<file path="src/rtl/uart_tx_arbiter.sv">
// Round-robin arbiter that shares one UART transmitter among NUM_REQ byte requesters, with a done watchdog.
// Define UART_TX_ARB_BURST_LOCK_EN to let an owner keep the grant across consecutive bytes.
module uart_tx_arbiter #(
   parameter int NUM_REQ         = 4,
   parameter int TX_TIMEOUT_CLKS = 2604
) (
   input  logic                 i_Clock,
   input  logic                 i_Rst_L,
   input  logic [NUM_REQ-1:0]   i_Req,
   input  logic [8*NUM_REQ-1:0] i_Req_Byte,
   input  logic [NUM_REQ-1:0]   i_Req_Lock,
   output logic [NUM_REQ-1:0]   o_Ack,
   output logic [NUM_REQ-1:0]   o_Done,
   output logic [NUM_REQ-1:0]   o_Grant,
   output logic                 o_Busy,
   output logic                 o_Timeout,
   output logic                 o_TX_DV,
   output logic [7:0]           o_TX_Byte,
   input  logic                 i_TX_Active,
   input  logic                 i_TX_Done
);

   localparam int IDX_W = $clog2(NUM_REQ);
   localparam int SUM_W = IDX_W + 1;
   localparam int CNT_W = $clog2(TX_TIMEOUT_CLKS + 1);
   localparam logic [IDX_W-1:0] PTR_RST  = IDX_W'(NUM_REQ - 1);
   localparam logic [CNT_W-1:0] CNT_LAST = CNT_W'(TX_TIMEOUT_CLKS - 1);

   typedef enum logic [1:0] {
      S_IDLE,
      S_LAUNCH,
      S_WAIT_DONE
   } state_t;

   state_t             r_state, w_state_nxt;
   logic [IDX_W-1:0]   r_ptr, w_ptr_nxt;
   logic [IDX_W-1:0]   r_owner, w_owner_nxt;
   logic [CNT_W-1:0]   r_cnt, w_cnt_nxt;
   logic [NUM_REQ-1:0] r_ack, w_ack_nxt;
   logic [NUM_REQ-1:0] r_done, w_done_nxt;
   logic               r_timeout, w_timeout_nxt;
   logic               r_tx_dv, w_tx_dv_nxt;
   logic [7:0]         r_tx_byte, w_tx_byte_nxt;

   logic               w_busy;
   logic               w_lock_hit;
   logic               w_rr_found;
   logic [IDX_W-1:0]   w_rr_idx;
   logic [SUM_W-1:0]   w_sum;
   logic [IDX_W-1:0]   w_win;
   logic [NUM_REQ-1:0] w_win_onehot;
   logic [7:0]         w_win_byte;

`ifdef UART_TX_ARB_BURST_LOCK_EN
   logic r_lock, w_lock_nxt;
   // The lock always belongs to the previous owner, which is where the pointer rests.
   assign w_lock_hit = r_lock && i_Req[r_ptr];
`else
   logic w_unused_lock;
   assign w_unused_lock = ^i_Req_Lock;
   assign w_lock_hit    = 1'b0;
`endif

   // Search upward from pointer+1 with wrap; the first asserted request wins.
   always_comb begin
      // NOTE: every combinational output gets a default before any branch, so no path infers a latch.
      w_rr_found = 1'b0;
      w_rr_idx   = '0;
      w_sum      = '0;
      for (int i = 1; i <= NUM_REQ; i++) begin
         w_sum = {1'b0, r_ptr} + SUM_W'(i);
         if (w_sum >= SUM_W'(NUM_REQ)) w_sum = w_sum - SUM_W'(NUM_REQ);
         if (!w_rr_found && i_Req[w_sum[IDX_W-1:0]]) begin
            w_rr_found = 1'b1;
            w_rr_idx   = w_sum[IDX_W-1:0];
         end
      end
   end

   assign w_win        = w_lock_hit ? r_ptr : w_rr_idx;
   assign w_win_onehot = NUM_REQ'(1) << w_win;

   always_comb begin
      w_win_byte = 8'h00;
      for (int k = 0; k < NUM_REQ; k++) begin
         if (IDX_W'(k) == w_win) w_win_byte = i_Req_Byte[8*k +: 8];
      end
   end

   always_comb begin
      w_state_nxt   = r_state;
      w_ptr_nxt     = r_ptr;
      w_owner_nxt   = r_owner;
      w_cnt_nxt     = r_cnt;
      w_ack_nxt     = '0;
      w_done_nxt    = '0;
      w_timeout_nxt = r_timeout;
      w_tx_dv_nxt   = 1'b0;
      w_tx_byte_nxt = r_tx_byte;
`ifdef UART_TX_ARB_BURST_LOCK_EN
      w_lock_nxt    = r_lock;
`endif
      case (r_state)
         S_IDLE: begin
`ifdef UART_TX_ARB_BURST_LOCK_EN
            if (r_lock && !i_Req[r_ptr]) w_lock_nxt = 1'b0;
`endif
            if ((|i_Req) && !i_TX_Active) begin
               w_state_nxt   = S_LAUNCH;
               w_owner_nxt   = w_win;
               w_ack_nxt     = w_win_onehot;
               w_tx_byte_nxt = w_win_byte;
`ifdef UART_TX_ARB_BURST_LOCK_EN
               w_lock_nxt    = i_Req_Lock[w_win];
`endif
            end
         end
         S_LAUNCH: begin
            w_tx_dv_nxt = 1'b1;
            w_cnt_nxt   = '0;
            w_state_nxt = S_WAIT_DONE;
         end
         S_WAIT_DONE: begin
            w_cnt_nxt = r_cnt + 1'b1;
            // Done is checked first so a done arriving on the last allowed cycle is not an abort.
            if (i_TX_Done) begin
               w_done_nxt  = NUM_REQ'(1) << r_owner;
               w_ptr_nxt   = r_owner;
               w_state_nxt = S_IDLE;
            end else if (r_cnt == CNT_LAST) begin
               w_timeout_nxt = 1'b1;
               w_ptr_nxt     = r_owner;
               w_state_nxt   = S_IDLE;
`ifdef UART_TX_ARB_BURST_LOCK_EN
               w_lock_nxt    = 1'b0;
`endif
            end
         end
         default: w_state_nxt = S_IDLE;
      endcase
   end

   always_ff @(posedge i_Clock or negedge i_Rst_L) begin
      if (!i_Rst_L) begin
         r_state   <= S_IDLE;
         r_ptr     <= PTR_RST;
         r_owner   <= '0;
         r_cnt     <= '0;
         r_ack     <= '0;
         r_done    <= '0;
         r_timeout <= 1'b0;
         r_tx_dv   <= 1'b0;
         r_tx_byte <= 8'h00;
      end else begin
         // NOTE: sequential state uses non-blocking assignments so every register samples pre-edge values.
         r_state   <= w_state_nxt;
         r_ptr     <= w_ptr_nxt;
         r_owner   <= w_owner_nxt;
         r_cnt     <= w_cnt_nxt;
         r_ack     <= w_ack_nxt;
         r_done    <= w_done_nxt;
         r_timeout <= w_timeout_nxt;
         r_tx_dv   <= w_tx_dv_nxt;
         r_tx_byte <= w_tx_byte_nxt;
      end
   end

`ifdef UART_TX_ARB_BURST_LOCK_EN
   always_ff @(posedge i_Clock or negedge i_Rst_L) begin
      if (!i_Rst_L) r_lock <= 1'b0;
      else          r_lock <= w_lock_nxt;
   end
`endif

   assign w_busy    = (r_state != S_IDLE);
   assign o_Busy    = w_busy;
   assign o_Grant   = w_busy ? (NUM_REQ'(1) << r_owner) : '0;
   assign o_Ack     = r_ack;
   assign o_Done    = r_done;
   assign o_Timeout = r_timeout;
   assign o_TX_DV   = r_tx_dv;
   assign o_TX_Byte = r_tx_byte;

endmodule

</file>
<file path="config.mk">
export PLATFORM = sky130hd
export DESIGN_NAME = uart_tx_arbiter
export DESIGN_NICKNAME = d
export VERILOG_FILES = /design/src/rtl/uart_tx_arbiter.sv
export SDC_FILE = /design/constraint.sdc
export NUM_CORES = 1
export LEC_CHECK = 0
export BUFFER_PORTS_ARGS = -buffer_cell sky130_fd_sc_hd__buf_2
export CAP_MARGIN = 10
export CORE_MARGIN = 1.5
export CORE_UTILIZATION = 49
export DETAILED_ROUTE_END_ITERATION = 8
export PLACE_DENSITY = 0.87
export SLEW_MARGIN = 10
export SYNTH_ARGS = -nofsm -noshare
export SYNTH_HDL_FRONTEND = slang
export SYNTH_SLANG_ARGS = --single-unit
</file>
<file path="constraint.sdc">
create_clock -name i_Clock -period 2.2 [get_ports i_Clock]
set_input_delay 0.11 -clock i_Clock [delete_from_list [all_inputs] [get_ports i_Clock]]
set_output_delay 0.11 -clock i_Clock [all_outputs]
set_load 0.02 [all_outputs]
</file>
==> flow_metrics.env <==
export IMPL_synth_xor_area_share_pct=2.41
export IMPL_cts_buffers=5
export IMPL_drv_slew=0
export IMPL_grt_overflow=0
export IMPL_grt_pass1_wl_mm=6.33
export IMPL_crit_fanout=5
export IMPL_required_ns=2.37
export IMPL_whs_path_depth=3
export IMPL_ctsRootBufferMaster="clkbuf_8"
export IMPL_layout_min_cycle_time_ns=2.07
export IMPL_drive_gt1_share_pct=33.9
export IMPL_drt_iter0_drc=43
export IMPL_ant_nets=0
export IMPL_ys_ff_latch=36
export IMPL_synthAdderAreaFrac_pct=3.44
export IMPL_grt_use_total_pct=20.0
export IMPL_met3_usage_pct=5.28
export IMPL_cp_arrival_ns=2.24
export IMPL_finalSetupViolCount=0
export IMPL_fp_dieW_um=64.0
export IMPL_use_met2_pct=34.2
export IMPL_power_density_nw_per_um2=1140
export IMPL_maxCapViolCount=0
export IMPL_path_clk_slew_ns=0.07
export IMPL_fillers=282
export IMPL_slew_headroom_pct=49.2
export IMPL_combPwrFrac_pct=42.0
export IMPL_status="finished, final reports clean"
export IMPL_io_buffers=62
export IMPL_min_path_type="input port to flip-flop"
export IMPL_avgRoutedWirePerCell_um=13.3
export IMPL_p_sw_share_pct=38.8
export IMPL_syn_to_final_growth_pct=27.4
export IMPL_dr_total_vias=1534
export IMPL_clock_latency_ns=0.29
export IMPL_r2r_slack_ns=0.13
export IMPL_period_share_pct=94.2
export IMPL_r2r_cells=6
export IMPL_ys_seq_area_share_pct=49.6
export IMPL_grt_pass1_vias=1534
export IMPL_critPathMaxStageDelay_ns=0.50
export IMPL_core_area_um2=3440
export IMPL_end_kind="flip-flop"
export IMPL_cts_num_sinks=36
export IMPL_finalSetupTns_ns=0
export IMPL_use_met1_pct=24.0
export IMPL_yosysUniqueCellTypes=32
export IMPL_layout_nets=290
export IMPL_synth_compound_area_share_pct=10.3
export IMPL_critPathLaunchType="flip-flop"
export IMPL_worstMarginPinSlew_ns=0.762
export IMPL_die_area_um2=4090
export IMPL_clock_path_buffers=2
export IMPL_routed_via_density=5.33
export IMPL_netlist_instances=176
export IMPL_p_leak_nw=1.18
export IMPL_clock_fmax_mhz=482
export IMPL_gp_congestion=0.850
export IMPL_htreeDepth=2
export IMPL_p_clk_share_pct=21.6
export IMPL_synth_area_per_cell_um2=10.3
export IMPL_synth_warning_count=0
export IMPL_totalWireLength_mm=3.82
export IMPL_path_depth=6
export IMPL_final_util_pct=67.4
export IMPL_antenna_found_initial=0
export IMPL_route_detailed_drc=0
export IMPL_netlist_area_um2=1820
export IMPL_firstDrtPassIters=4
export IMPL_yosys_area_share_simple_pct=18.0
export IMPL_rsz0062_at_grt="no"
export IMPL_synth_top_family_by_area="simple AND/OR/NAND/NOR gates"
export IMPL_crit_chain="ha_1 -> nand4_1 -> or4_4 -> nor4_4 -> o32ai_1 -> mux2_1"
export IMPL_p_int_mw=1.61
export IMPL_dp_cells=279
export IMPL_dieHeight_um=64.0
export IMPL_instances_no_fill=288
export IMPL_criticalPathCategory="flip-flop to flip-flop"
export IMPL_hold_viol=0
export IMPL_synthesis_nets=225
export IMPL_antenna_cells=0
export IMPL_seqPwrFrac_pct=36.4
export IMPL_cts_tree="yes"
export IMPL_fp_row_count=21
export IMPL_cp_top_family="simple AND/OR/NAND/NOR gates"
export IMPL_postCtsResizedCells=0
export IMPL_ios=67
export IMPL_slowest_stage="or4_4"
export IMPL_dp_hpwl_mm=2.86
export IMPL_start_util_pct=52.9
export IMPL_synthMuxAreaShare_pct=13.0
export IMPL_fin_skew_ns=0.00491
export IMPL_vdd_drop_max_mv=0.693
export IMPL_grt_start_max_net_pins=37
export IMPL_top_usage_layer="met2"
export IMPL_cp_buffers_inverters=0
export IMPL_switchingPower_mw=1.03
-- sequential cells by signal (all words and copies together) (netlist names) --
register and cells:
r_owner 2, r_ptr 2, r_cnt 12, o_Ack 4, o_Timeout 1, o_TX_DV 1, r_state 2, o_TX_Byte 8
o_Done 4
-- cells in the mapped netlist --
| library cell | count | area (µm²) |
|---|---|---|
| dfrtp_1 | 34 | 851 |
| nand2_1 | 19 | 71.3 |
| mux2i_1 | 18 | 180 |
| nor2_1 | 16 | 60.1 |
| o221ai_1 | 9 | 78.8 |
| inv_1 | 7 | 26.3 |
| o21ai_0 | 7 | 35.0 |
| clkbuf_1 | 6 | 22.5 |
| a21oi_1 | 5 | 25.0 |
| ha_1 | 5 | 62.6 |
| nand2b_1 | 5 | 31.3 |
| nand3_1 | 5 | 25.0 |
| mux2_1 | 4 | 45.0 |
| nand4_1 | 4 | 25.0 |
| nor2b_1 | 4 | 25.0 |
| nor3_1 | 4 | 20.0 |
| xor2_1 | 4 | 35.0 |
| or3_1 | 3 | 18.8 |
| a31o_2 | 2 | 17.5 |
| buf_2 | 2 | 10.0 |
| dfstp_2 | 2 | 52.6 |
| a22o_1 | 1 | 8.76 |
| and3_1 | 1 | 6.26 |
| mux2_2 | 1 | 11.3 |
| nor4_1 | 1 | 6.26 |
| nor4_4 | 1 | 21.3 |
| o21a_1 | 1 | 7.51 |
| o22ai_1 | 1 | 6.26 |
| o32ai_1 | 1 | 8.76 |
| or2_2 | 1 | 6.26 |
| or4_4 | 1 | 11.3 |
| xnor2_1 | 1 | 8.76 |
-- power groups by stage --
stage | Clock (mW) | Combinational [mW] | Sequential (mW)
3_3_place_gp | 0 | 1.07 | 0.962
2_1_floorplan | 0 | 0.665 | 1.06
3_5_place_dp | 0 | 1.11 | 0.960
5_1_grt | 0.615 | 1.22 | 0.980
6_report | 0.570 | 1.11 | 0.961
4_1_cts | 0.584 | 1.12 | 0.958
-- what timing repair did --
item / CTS / global route
setup buffers: 0 / 0
endpoints found under the hold margin: 34 / 0
hold buffers: 1 / 0
-- final timing paths --
| kind | startpoint | to |
|---|---|---|
| max | r_cnt[0] | r_state[1] |
| min | i_Req_Byte[19] | o_TX_Byte[3] |
| max reg2reg | r_cnt[0] | r_state[1] |
| min reg2reg | o_TX_Byte[6] | o_TX_Byte[6] |
| max in group asynchronous | i_Rst_L | r_cnt[5] |
| min in group asynchronous | i_Rst_L | o_Done[2] |
-- stage by stage --
| step | total power, mW | hold slack [ns] | cell area, µm² | setup WS (ns) |
|---|---|---|---|---|
| CTS | 2.66 | 0.128 | 2320 | 0.131 |
| floorplan | 1.72 | -0.186 | 1820 | 0.323 |
| finish | 2.64 | 0.134 | 2320 | 0.127 |
| global route | 2.81 | 0.140 | 2320 | 0.0156 |
| detailed placement | 2.07 | 0.226 | 2200 | 0.156 |
| global placement | 2.04 | 0.223 | 2200 | 0.220 |
-- layout by cell type (no fill, tap or decap), drive strengths merged --
| cell type | instances |
|---|---|
| nor4 | 2 |
| o21ai | 7 |
| a21oi | 5 |
| mux2 | 5 |
| xnor2 | 1 |
| o32ai | 1 |
| nor3 | 4 |
| ha | 5 |
| a22o | 1 |
| clkbuf | 5 |
| xor2 | 4 |
| o21a | 1 |
| dfstp | 2 |
| bufinv | 1 |
| dfrtp | 34 |
| inv | 7 |
| nand2b | 5 |
| mux2i | 18 |
| o22ai | 1 |
| clkinv | 1 |
| o221ai | 9 |
| or3 | 3 |
| a31o | 2 |
| dlygate4sd3 | 1 |
| or4 | 1 |
| nand4 | 4 |
| nor2b | 4 |
| nor2 | 16 |
| and3 | 1 |
| nand3 | 5 |
| or2 | 1 |
| buf | 65 |
| nand2 | 19 |
| clkinvlp | 1 |
-- layer usage --
metal	up-vias	routed length, µm
met3	8	272
met5	-	0
met1	720	1610
met2	56	1880
li1	750	-
met4	0	60
-- worst min-delay path, cell delays in order --
cell and delay [ns]:
buf_2 0.07, mux2i_1 0.05, o221ai_1 0.15
-- final cells by class --
class / instances / area (µm²) / area share, %
inverters: 7 / 26.3 / 1.13
well taps: 46 / 57.6 / 2.48
repair buffers: 66 / 355 / 15.3
flip-flops and latches: 36 / 903 / 39.0
clock buffers: 5 / 68.8 / 2.97
multi-input cells: 125 / 865 / 37.3
clock inverters: 3 / 42.5 / 1.83
-- cells by family (layout without fill, tap and decap cells) --
kind of cell	after synthesis	in the layout
AOI/OAI and AO/OA	27	27
xor gates and xnor gates	5	5
adders and majority gates	5	5
buffers and inverters	15	81
DFF	36	36
muxes	23	23
and+or+nand+nor	65	65
(Power assumes the default switching activity.)
